--- config.mk ---
export PLATFORM = sky130hd
export DESIGN_NAME = rbm_frame_driver
export DESIGN_NICKNAME = d
export VERILOG_FILES = /design/src/rtl/rbm_frame_driver_pkg.sv /design/src/rtl/rbm_frame_driver_argmax_scan.sv /design/src/rtl/rbm_frame_driver.sv
export SDC_FILE = /design/constraint.sdc
export NUM_CORES = 2
export LEC_CHECK = 0
export ABC_AREA = 1
export CAP_MARGIN = 20
export CORE_AREA = 10 10 363 365
export CTS_BUF_LIST = sky130_fd_sc_hd__clkbuf_2
export CTS_CLUSTER_DIAMETER = 30
export CTS_CLUSTER_SIZE = 40
export DETAILED_ROUTE_END_ITERATION = 16
export DIE_AREA = 0 0 373 375
export SLEW_MARGIN = 40
export SYNTH_ARGS = -nofsm -noshare
export SYNTH_HDL_FRONTEND = slang
export SYNTH_HIERARCHICAL = 1
export SYNTH_SLANG_ARGS = --single-unit
--- constraint.sdc ---
create_clock -name clock -period 3.4 [get_ports clock]
set_input_delay 1.02 -clock clock [delete_from_list [all_inputs] [get_ports clock]]
set_output_delay 1.02 -clock clock [all_outputs]
set_load 0.01 [all_outputs]
--- src/rtl/rbm_frame_driver_pkg.sv ---
`default_nettype none
// ============================================================================
// Module   : rbm_frame_driver_pkg
// Purpose  : Shared types and helpers for the RBM frame driver: sequencer
//            state encoding and a compile-time ceiling-divide helper.
// Ports    : none (package)
// Config   : FRAME_TIMEOUT_EN is consumed by rbm_frame_driver, not here.
// Revision : 1.0 - initial release
// ============================================================================
package rbm_frame_driver_pkg;

    // Sequencer states. The values are fixed so that the encoding matches the
    // state numbering used by the rest of the RBM code base.
    typedef enum logic [2:0] {
        ST_LOAD    = 3'd0,
        ST_KICK    = 3'd1,
        ST_RUN     = 3'd2,
        ST_SCAN    = 3'd3,
        ST_PRESENT = 3'd4
    } state_t;

    // Number of stream words needed to cover a vector of num bits.
    function automatic int ceil_div(input int num, input int den);
        return (num + den - 1) / den;
    endfunction

endpackage
`default_nettype wire

--- src/rtl/rbm_frame_driver_argmax_scan.sv ---
`default_nettype none
// ============================================================================
// Module   : argmax_scan
// Purpose  : Sequential arg-max over NUM_CLASSES vote counters, one class per
//            cycle starting at index 0. The best entry is only replaced on a
//            strictly greater vote, so ties resolve to the lowest index.
// Ports    : clk, rst_n      - clock, asynchronous active-low reset
//            i_start         - pulse: restart the scan on the next cycle
//            i_votes         - packed vote counters, class k at bits k*VW
//            o_done          - high during the cycle that compares the last class
//            o_best_idx      - winning class index (valid after o_done)
//            o_best_votes    - winning vote count (valid after o_done)
// Revision : 1.0 - initial release
// ============================================================================
module argmax_scan
    import rbm_frame_driver_pkg::*;
#(
    parameter int NUM_CLASSES = 10,
    parameter int VOTE_WIDTH  = 12,
    parameter int IDX_WIDTH   = 4
) (
    input  logic                              clk,
    input  logic                              rst_n,
    input  logic                              i_start,
    input  logic [NUM_CLASSES*VOTE_WIDTH-1:0] i_votes,
    output logic                              o_done,
    output logic [IDX_WIDTH-1:0]              o_best_idx,
    output logic [VOTE_WIDTH-1:0]             o_best_votes
);

    logic [VOTE_WIDTH-1:0] w_votes [NUM_CLASSES];
    logic                  r_active;
    logic [IDX_WIDTH-1:0]  r_idx;
    logic [IDX_WIDTH-1:0]  r_best_idx;
    logic [VOTE_WIDTH-1:0] r_best_votes;
    logic                  w_last;

    for (genvar k = 0; k < NUM_CLASSES; k++) begin : g_unpack
        assign w_votes[k] = i_votes[k*VOTE_WIDTH +: VOTE_WIDTH];
    end

    assign w_last = r_active && (r_idx == IDX_WIDTH'(NUM_CLASSES - 1));

    // Best value starts at zero: a class with zero votes never displaces
    // index 0, which gives the same answer as seeding with class 0.
    always_ff @(posedge clk or negedge rst_n) begin
        if (!rst_n) begin
            r_active     <= 1'b0;
            r_idx        <= '0;
            r_best_idx   <= '0;
            r_best_votes <= '0;
        end else if (i_start) begin
            r_active     <= 1'b1;
            r_idx        <= '0;
            r_best_idx   <= '0;
            r_best_votes <= '0;
        end else if (r_active) begin
            if (w_votes[r_idx] > r_best_votes) begin
                r_best_votes <= w_votes[r_idx];
                r_best_idx   <= r_idx;
            end
            if (w_last) begin
                r_active <= 1'b0;
            end else begin
                r_idx <= r_idx + 1'b1;
            end
        end
    end

    assign o_done       = w_last;
    assign o_best_idx   = r_best_idx;
    assign o_best_votes = r_best_votes;

endmodule
`default_nettype wire

--- src/rtl/rbm_frame_driver.sv ---
`default_nettype none
// ============================================================================
// Module   : rbm_frame_driver
// Purpose  : Packs a stream of input words into the RBM input vector, kicks
//            the inference core, snapshots its vote counters on finish and
//            returns the arg-max class over a valid/ready result port.
// Ports    : clock, reset            - clock, asynchronous active-low reset
//            s_valid/s_ready/s_data/s_last - input word stream
//            rbm_reset, data_valid, InputData - drive the inference core
//            OutputData, finish      - vote counters / done from the core
//            label_valid/label_ready/label/label_votes - result handshake
//            frame_err               - sticky framing / watchdog error
//            busy                    - high in every state except LOAD
// Config   : `define FRAME_TIMEOUT_EN adds a RUN-state watchdog of
//            TIMEOUT_CYCLES cycles; on expiry the label is all ones with
//            zero votes and frame_err is set.
// Revision : 1.0 - initial release
// ============================================================================
module rbm_frame_driver
    import rbm_frame_driver_pkg::*;
#(
    parameter int GENERAL_INPUT_DIM = 784,
    parameter int OUTPUT_DIM        = 10,
    parameter int W_BITLENGTH       = 12,
    parameter int WORD_WIDTH        = 16,
    parameter int LABEL_WIDTH       = 4,
    parameter int TIMEOUT_CYCLES    = 200000
) (
    input  logic                              clock,
    input  logic                              reset,
    input  logic                              s_valid,
    output logic                              s_ready,
    input  logic [WORD_WIDTH-1:0]             s_data,
    input  logic                              s_last,
    output logic                              rbm_reset,
    output logic                              data_valid,
    output logic [GENERAL_INPUT_DIM-1:0]      InputData,
    input  logic [OUTPUT_DIM*W_BITLENGTH-1:0] OutputData,
    input  logic                              finish,
    output logic                              label_valid,
    input  logic                              label_ready,
    output logic [LABEL_WIDTH-1:0]            label,
    output logic [W_BITLENGTH-1:0]            label_votes,
    output logic                              frame_err,
    output logic                              busy
);

    localparam int c_num_words  = ceil_div(GENERAL_INPUT_DIM, WORD_WIDTH);
    localparam int c_frame_bits = c_num_words * WORD_WIDTH;
    localparam int c_cnt_w      = $clog2(c_num_words + 1);

    state_t                          r_state;
    state_t                          w_state_d;
    logic                            r_s_ready;
    logic                            r_rbm_reset;
    logic [c_frame_bits-1:0]         r_frame;
    logic [c_cnt_w-1:0]              r_word_cnt;
    logic [OUTPUT_DIM*W_BITLENGTH-1:0] r_votes_snap;
    logic                            r_frame_err;

    logic                            w_accept;
    logic                            w_last_word;
    logic                            w_scan_start;
    logic                            w_scan_done;
    logic                            w_err_set;
    logic                            w_label_hs;
    logic [LABEL_WIDTH-1:0]          w_best_idx;
    logic [W_BITLENGTH-1:0]          w_best_votes;
`ifdef FRAME_TIMEOUT_EN
    localparam int c_to_w = $clog2(TIMEOUT_CYCLES + 1);
    logic [c_to_w-1:0]               r_run_cnt;
    logic                            r_timed_out;
    logic                            w_timeout;
`endif

    // s_ready is registered from the next state, so it is low while reset is
    // held and only one word is ever accepted per LOAD cycle.
    assign w_accept    = s_valid && r_s_ready;
    assign w_last_word = (r_word_cnt == c_cnt_w'(c_num_words - 1));
    assign w_label_hs  = (r_state == ST_PRESENT) && label_ready;

    // ------------------------------------------------------------------
    // Next-state logic
    // ------------------------------------------------------------------
    always_comb begin
        w_state_d    = r_state;
        w_scan_start = 1'b0;
        w_err_set    = 1'b0;
`ifdef FRAME_TIMEOUT_EN
        w_timeout    = 1'b0;
`endif
        case (r_state)
            ST_LOAD: begin
                if (w_accept) begin
                    if (w_last_word || s_last) begin
                        w_state_d = ST_KICK;
                    end
                    // Early s_last and missing s_last are both framing errors.
                    if (w_last_word != s_last) begin
                        w_err_set = 1'b1;
                    end
                end
            end
            ST_KICK: begin
                w_state_d = ST_RUN;
            end
            ST_RUN: begin
                if (finish) begin
                    w_state_d    = ST_SCAN;
                    w_scan_start = 1'b1;
                end
`ifdef FRAME_TIMEOUT_EN
                else if (r_run_cnt == c_to_w'(TIMEOUT_CYCLES - 1)) begin
                    w_state_d = ST_PRESENT;
                    w_timeout = 1'b1;
                    w_err_set = 1'b1;
                end
`endif
            end
            ST_SCAN: begin
                if (w_scan_done) begin
                    w_state_d = ST_PRESENT;
                end
            end
            ST_PRESENT: begin
                if (label_ready) begin
                    w_state_d = ST_LOAD;
                end
            end
            default: begin
                w_state_d = ST_LOAD;
            end
        endcase
    end

    // ------------------------------------------------------------------
    // State register
    // ------------------------------------------------------------------
    always_ff @(posedge clock or negedge reset) begin
        if (!reset) begin
            r_state <= ST_LOAD;
        end else begin
            r_state <= w_state_d;
        end
    end

    // ------------------------------------------------------------------
    // Load path, handshake registers, snapshot and error flag
    // ------------------------------------------------------------------
    always_ff @(posedge clock or negedge reset) begin
        if (!reset) begin
            r_s_ready    <= 1'b0;
            r_rbm_reset  <= 1'b1;
            r_frame      <= '0;
            r_word_cnt   <= '0;
            r_votes_snap <= '0;
            r_frame_err  <= 1'b0;
        end else begin
            r_s_ready   <= (w_state_d == ST_LOAD);
            r_rbm_reset <= (w_state_d == ST_KICK);

            if (w_accept) begin
                // Clearing on the first word leaves the tail of a short
                // frame zero-filled without a separate fill pass.
                if (r_word_cnt == '0) begin
                    r_frame <= '0;
                end
                r_frame[r_word_cnt*WORD_WIDTH +: WORD_WIDTH] <= s_data;
                r_word_cnt <= r_word_cnt + 1'b1;
            end else if (w_label_hs) begin
                r_word_cnt <= '0;
            end

            if (w_scan_start) begin
                r_votes_snap <= OutputData;
            end

            if (w_err_set) begin
                r_frame_err <= 1'b1;
            end
        end
    end

    // ------------------------------------------------------------------
    // Arg-max scanner
    // ------------------------------------------------------------------
    argmax_scan #(
        .NUM_CLASSES (OUTPUT_DIM),
        .VOTE_WIDTH  (W_BITLENGTH),
        .IDX_WIDTH   (LABEL_WIDTH)
    ) u_argmax_scan (
        .clk          (clock),
        .rst_n        (reset),
        .i_start      (w_scan_start),
        .i_votes      (r_votes_snap),
        .o_done       (w_scan_done),
        .o_best_idx   (w_best_idx),
        .o_best_votes (w_best_votes)
    );

`ifdef FRAME_TIMEOUT_EN
    // ------------------------------------------------------------------
    // RUN watchdog: counts cycles spent in RUN; the timed-out flag
    // overrides the scanner result until the label is consumed.
    // ------------------------------------------------------------------
    always_ff @(posedge clock or negedge reset) begin
        if (!reset) begin
            r_run_cnt   <= '0;
            r_timed_out <= 1'b0;
        end else begin
            if (r_state == ST_RUN) begin
                r_run_cnt <= r_run_cnt + 1'b1;
            end else begin
                r_run_cnt <= '0;
            end
            if (w_timeout) begin
                r_timed_out <= 1'b1;
            end else if (w_label_hs) begin
                r_timed_out <= 1'b0;
            end
        end
    end

    assign label       = r_timed_out ? '1 : w_best_idx;
    assign label_votes = r_timed_out ? '0 : w_best_votes;
`else
    assign label       = w_best_idx;
    assign label_votes = w_best_votes;
`endif

    assign s_ready     = r_s_ready;
    assign rbm_reset   = r_rbm_reset;
    assign data_valid  = (r_state == ST_RUN);
    assign InputData   = r_frame[GENERAL_INPUT_DIM-1:0];
    assign label_valid = (r_state == ST_PRESENT);
    assign frame_err   = r_frame_err;
    assign busy        = (r_state != ST_LOAD);

endmodule
`default_nettype wire
After elaboration in Yosys (flattened, before gate mapping)
Cells that the tools add are included.
Widths: inputs -> output; s select.
{"block": "totals", "ff_bits": 937, "latch_bits": 0, "mem_bits_rw": 0, "mem_bits_ro": 0, "input_bits": 142, "output_inout_bits": 806, "wordCells": 72, "n_memories": 0}
{"block": "classes", "n_addsub": 3, "n_mul": 0, "div": 0, "order_cmp": 2, "n_eq_ne": 9, "n_shift": 2, "muxes": 31, "bitwise_logic": 1, "reduce_logical": 13}
{"operator": "$mux 784", "count": 2}
{"operator": "$bwmux 784", "count": 1}
{"operator": "$shift 16x34->784 const A", "count": 1}
{"operator": "$shiftx 16x34->784", "count": 1}
{"operator": "$mux 12", "count": 5}
{"operator": "$bmux 12 s4", "count": 1}
{"operator": "$neg 10->34", "count": 1}
{"operator": "$mux 4", "count": 6}
{"operator": "$mux 3", "count": 5}
{"operator": "$pmux 3 s5", "count": 1}
{"operator": "$gt 12x12->1", "count": 1}
{"operator": "$mux 6", "count": 2}
{"operator": "$mux 1", "count": 8}
{"operator": "$add 6x1->6 const B", "count": 1}
{"operator": "$eq 3x1->1 const B", "count": 2}
{"operator": "$eq 3x2->1 const B", "count": 2}
{"operator": "$eq 6x6->1 const B", "count": 1}
{"operator": "$logic_not 3->1", "count": 2}
{"operator": "$logic_not 6->1", "count": 1}
{"operator": "$reduce_bool 2->1", "count": 3}
{"operator": "$ge 5x5->1 const B", "count": 1}
{"operator": "$not 4->5", "count": 1}
{"operator": "$add 4x1->4 const B", "count": 1}
{"operator": "$eq 4x4->1 const B", "count": 1}
{"operator": "other kinds (7)", "count": 10}

Depth between registers and ports, before layout
{"block": "logic_depth", "word_depth": 8, "ltp_mapped": 22, "ltp_nobuf": 19}

Modules after synthesis
Netlist, hierarchy kept.
{"module": "rbm_frame_driver", "n_inst": 1, "cells_per_inst": 4048, "area_each_um2": 37126.9, "seq_area_each_um2": 22923.2}
{"module": "argmax_scan", "n_inst": 1, "cells_per_inst": 514, "area_each_um2": 2834.0, "seq_area_each_um2": 525.5}

Worst setup path before layout
Ideal clock, no wire load.
{"block": "synth_timing", "path_kind": "reg2reg", "start": "register r_word_cnt[0]", "end": "register r_frame[502] (netlist: InputData[502])", "setup_time_ps": 66, "arrival_time_ps": 2498, "t_required_ps": 3334, "setup_slack_ps": 836, "stages_incl_launch_ff": 13, "n_path_buf": 3, "period_less_slack_ps": 2564, "cell_sequence": "dfrtp_1 > inv_1 > clkbuf_1 > ha_1 > buf_2 > clkinv_1 > nand4_1 > nor2_1 > nand4_2 > nand2_1 > buf_2 > nand2_1 > nand2_1"}
{"block": "synth_via", "elab_chain_cells": 4, "word_cells_on_any_way": 7, "classes_between": "add/sub (1); shift (2); mux (3); reduce/logical (1)"}
{"item": "start, declared", "line_no": "rbm_frame_driver.sv:57", "text": "logic [c_cnt_w-1:0] r_word_cnt;"}
{"item": "start signal, assigned", "line_no": "rbm_frame_driver.sv:169", "text": "r_word_cnt <= r_word_cnt + 1'b1;"}
{"item": "parallel branches: the longest is 3 deep, another holds $neg 10->34"}
{"item": "$bwmux 784 *", "line_no": "rbm_frame_driver.sv:168", "text": "r_frame[r_word_cnt*WORD_WIDTH +: WORD_WIDTH] <= s_data;"}
{"item": "end signal, assigned by index", "line_no": "rbm_frame_driver.sv:168"}
{"item": "end, declared", "line_no": "rbm_frame_driver.sv:56", "text": "logic [c_frame_bits-1:0] r_frame;"}
Every way passes the cells marked *. The select of a mux whose other input is x is not followed.
A chain may end at the register's enable or synchronous reset.

Final worst setup path
{"block": "layout_timing", "start": "register r_state[0]", "end": "output label_valid"}
{"block": "layout_via", "elab_chain_cells": 1}
{"item": "start, declared", "line_no": "rbm_frame_driver.sv:52", "text": "state_t r_state;"}
{"item": "start signal, assigned", "line_no": "rbm_frame_driver.sv:143", "text": "r_state <= w_state_d;"}
{"item": "$eq 3x3->1", "line_no": "rbm_frame_driver.sv:235", "text": "assign label_valid = (r_state == ST_PRESENT);"}
{"item": "end, declared", "line_no": "rbm_frame_driver.sv:40", "text": "output logic label_valid,"}
No other way between the ends.

==> results.yml <==
floorplan:
  floorplan.core_area_um2: 125000
  die_area_um2: 140000
  die_width_um: 373
  std_cell_rows: 130
  boundaryPins: 948
  start_util_pct: 32.0
  die_height_um: 375
min_path:
  hold_class: "in2reg"
  hold-path-cell-count: 5
worst_setup_path:
  critPathCaptureType: "output pin"
  start_kind: "flip-flop"
  reg2regPathDepth: 12
  crit_fanout: 5
  worst_ep_arrival_time_ps: 2610
  timing.setup.critical_path_class: "reg2out"
  critical_path_required_ps: 2380
routing:
  detail-route-antenna-nets: 0
  viasPerCell: 5.07
  total_routed_length_um: 204000
  dr.first_iter.drc_count: 3807
  routed-via-count: 41200
  detailedRoute.firstPassIterationCount: 5
  avgRoutedWirePerCell_um: 25.1
  drc: 0
power_and_ir_drop:
  p_leak_nw: 30.9
  post-layout-total-power_mw: 38.0
  cellPowerDensity_nw_per_um2: 622
  vdd_drop_max_mv: 0.461
synth:
  mappedNetlistNets: 4722
  seq_area_frac_synth_pct: 58.7
  synth.yosys.warnings: 6
  synth_cell_types: 45
  synth.ff_latch_count: 937
  synth_enable_flop_cells: 0
  synthesis.area_per_instance_um2: 8.76
  netlist_area_um2: 40000
  postSynthCellCount: 4562
  asyncSetResetFlopFracSynth_pct: 100
  postSynth.topFlopCell: "sky130_fd_sc_hd__dfrtp_1"
timing:
  worst_hold_slack_ps: 284
  timing.final.max_slew_violations: 0
  finalWorstSetupSlack_ps: -225
  max-slew-margin-rel_pct: 20.7
  final.period_utilization_pct: 107
  worst-slew-pin-transition_ps: 1190
  timing.final.crit_period_ps: 3630
  report.final.setup_viol: 119
  setup_repair_after_global_routing_missed_its_margin: "true"
  clock.fmax_mhz: 276
  final-hold-violation-count: 0
  timing.clock.skew_ps: 153
global_routing:
  grt_max_degree: 121
  number_of_antenna_violations_at_the_first_check_in_global_routing: 4
  grt_first_pass_wirelength_um: 288000
  globalRouteOverflowTotal: 0
  track_usage_pct: 27.8
  number_of_global_route_vias_before_repair: 40000
cts:
  cts_htree_levels: 4
  tritoncts: "built"
  clock_path_buffers: 3
  worst_setup_hold_path_clk_slew_ps: 110
  clock_sinks: 937
  clkLatencyLatePin_ps: 1850
  cts_made_buffers: 218
  clock_tree_root_buffer_cell: "sky130_fd_sc_hd__clkbuf_2"
cells_and_area:
  filler_cell_count: 11900
  final_cell_mix: "sky130_fd_sc_hd__nand2_1, sky130_fd_sc_hd__dfrtp_1, sky130_fd_sc_hd__nand3_1"
  layout.nets: 6437
  area.growth.synth_to_final_pct: 52.8
  final_common_cell: "sky130_fd_sc_hd__nand2_1"
  drive_above_1_share_pct: 32.1
  finish.utilization_pct: 49.0
placement:
  dp_hpwl_um: 151000
  portBuffers: 947
  pre_cts_ws_ps: 76.3
  final_replace_weighted_congestion: 0.943
outcome:
  violations_in_the_final_reports: "negative setup slack"
  status: "finished, violations left"
flow_run:
  drv.max_cap_violation_count: 0
cells by family after synthesis:
kind of cell / Yosys count / share of synthesized area, %
XOR/XNOR: 1 / 0.0689
flip-flops: 937 / 58.7
adder cells (fa/ha/maj): 18 / 0.564
buffers and inverters: 647 / 6.43
AND/OR/NAND/NOR: 2225 / 24.9
AO/OA/AOI/OAI: 734 / 9.39
state kept, by name (all words and copies together), names as in the netlist:
name / cells
InputData: 784
r_state: 3
s_ready: 1
u_argmax_scan/r_idx: 4
u_argmax_scan/o_best_idx: 4
u_argmax_scan/o_best_votes: 12
r_word_cnt: 6
frame_err: 1
r_votes_snap: 120
rbm_reset: 1
u_argmax_scan/r_active: 1
worst paths after layout:
kind | slack, ps | start | to
max in group asynchronous | 1900 | reset | InputData[175]$_DFFE_PN0P_
worst max register to register | 270 | r_word_cnt[2]$_DFFE_PN0P_ | InputData[575]$_DFFE_PN0P_
worst min-delay path | 280 | finish | r_votes_snap[3]$_DFFE_PN0P_
min in group asynchronous | 420 | reset | r_votes_snap[52]$_DFFE_PN0P_
worst max-delay path | -230 | r_state[0]$_DFF_PN0_ | label_valid
worst min register to register | 490 | r_votes_snap[15]$_DFFE_PN0P_ | r_votes_snap[15]$_DFFE_PN0P_
critical path, stage by stage, from the launching register on:
cell                      delay [ps]
sky130_fd_sc_hd__dfrtp_2         450
sky130_fd_sc_hd__buf_6           130
sky130_fd_sc_hd__nor3_4          170
sky130_fd_sc_hd__buf_2           160
per-layer routing:
layer / track usage (%) / up-vias / wire length [µm]
li1: - / 18700 / -
met1: 32.7 / 20200 / 78200
met4: 15.0 / 0 / 12300
met3: 8.04 / 407 / 16700
met5: 0 / - / 0
met2: 45.9 / 1894 / 97000
final cells by class:
cell class                      count  area [µm²]  area share [%]
Multi-Input combinational cell   2978       14000            22.9
Tap cell                         1650        2060            3.38
Antenna cell                        8        20.0          0.0328
Timing Repair Buffer             1843       17100            27.9
Inverter                          299        1140            1.86
Clock buffer                      237        1190            1.94
Sequential cell                   937       23500            38.5
Clock inverter                    179        2090            3.42
synthesized netlist by cell type (2+ instances only):
master | instances | area share (%)
sky130_fd_sc_hd__o21ai_2 | 2 | 0.044
sky130_fd_sc_hd__o21a_1 | 2 | 0.038
sky130_fd_sc_hd__nor4_1 | 13 | 0.20
sky130_fd_sc_hd__nor3_1 | 76 | 0.95
sky130_fd_sc_hd__inv_2 | 8 | 0.075
sky130_fd_sc_hd__nand2_2 | 5 | 0.078
sky130_fd_sc_hd__nand4_1 | 38 | 0.59
sky130_fd_sc_hd__nor2_4 | 6 | 0.17
sky130_fd_sc_hd__nor2_2 | 4 | 0.063
sky130_fd_sc_hd__inv_1 | 284 | 2.7
sky130_fd_sc_hd__o22ai_1 | 2 | 0.031
sky130_fd_sc_hd__nand3_1 | 867 | 11
sky130_fd_sc_hd__dfrtp_1 | 936 | 59
sky130_fd_sc_hd__buf_2 | 47 | 0.59
sky130_fd_sc_hd__buf_1 | 49 | 0.46
sky130_fd_sc_hd__nand2_1 | 1056 | 9.9
sky130_fd_sc_hd__ha_1 | 18 | 0.56
sky130_fd_sc_hd__o2111ai_1 | 9 | 0.20
sky130_fd_sc_hd__buf_4 | 15 | 0.28
sky130_fd_sc_hd__o21ai_1 | 8 | 0.10
sky130_fd_sc_hd__nand2_4 | 2 | 0.056
sky130_fd_sc_hd__nor2_1 | 125 | 1.2
sky130_fd_sc_hd__nand3_2 | 15 | 0.38
sky130_fd_sc_hd__clkinv_1 | 6 | 0.056
sky130_fd_sc_hd__nand4_2 | 2 | 0.063
sky130_fd_sc_hd__o21ai_0 | 698 | 8.7
sky130_fd_sc_hd__clkbuf_1 | 235 | 2.2
sky130_fd_sc_hd__or2_2 | 12 | 0.19
sky130_fd_sc_hd__a21oi_1 | 6 | 0.075
what timing repair did:
item                                   in CTS  in global routing
hold buffers                              140                  0
setup endpoints to repair                 806                802
buffers inserted                          314                196
resized for setup                        4338                 99
pin swaps                                   2                  1
endpoints found under the hold margin    1129                  0
metrics by stage:
step                      cell area [µm²]  TNS [ps]  instances
after floorplan                     40000         0       4562
after global placement              52500         0       7057
after detailed placement            52500         0       7057
after CTS                           59000   -145900       7927
after global routing                61100    -96970       8129
final                               61100     -4030       8131
report_power, final:
| group | total, mW | internal, mW | switching [mW] |
|---|---|---|---|
| clock | 11.1 | 5.48 | 5.66 |
| sequential | 13.1 | 12.3 | 0.816 |
| combinational | 13.7 | 4.14 | 9.59 |
| total | 38.0 | 21.9 | 16.1 |
Note: power is estimated with default switching activity, not from simulation.
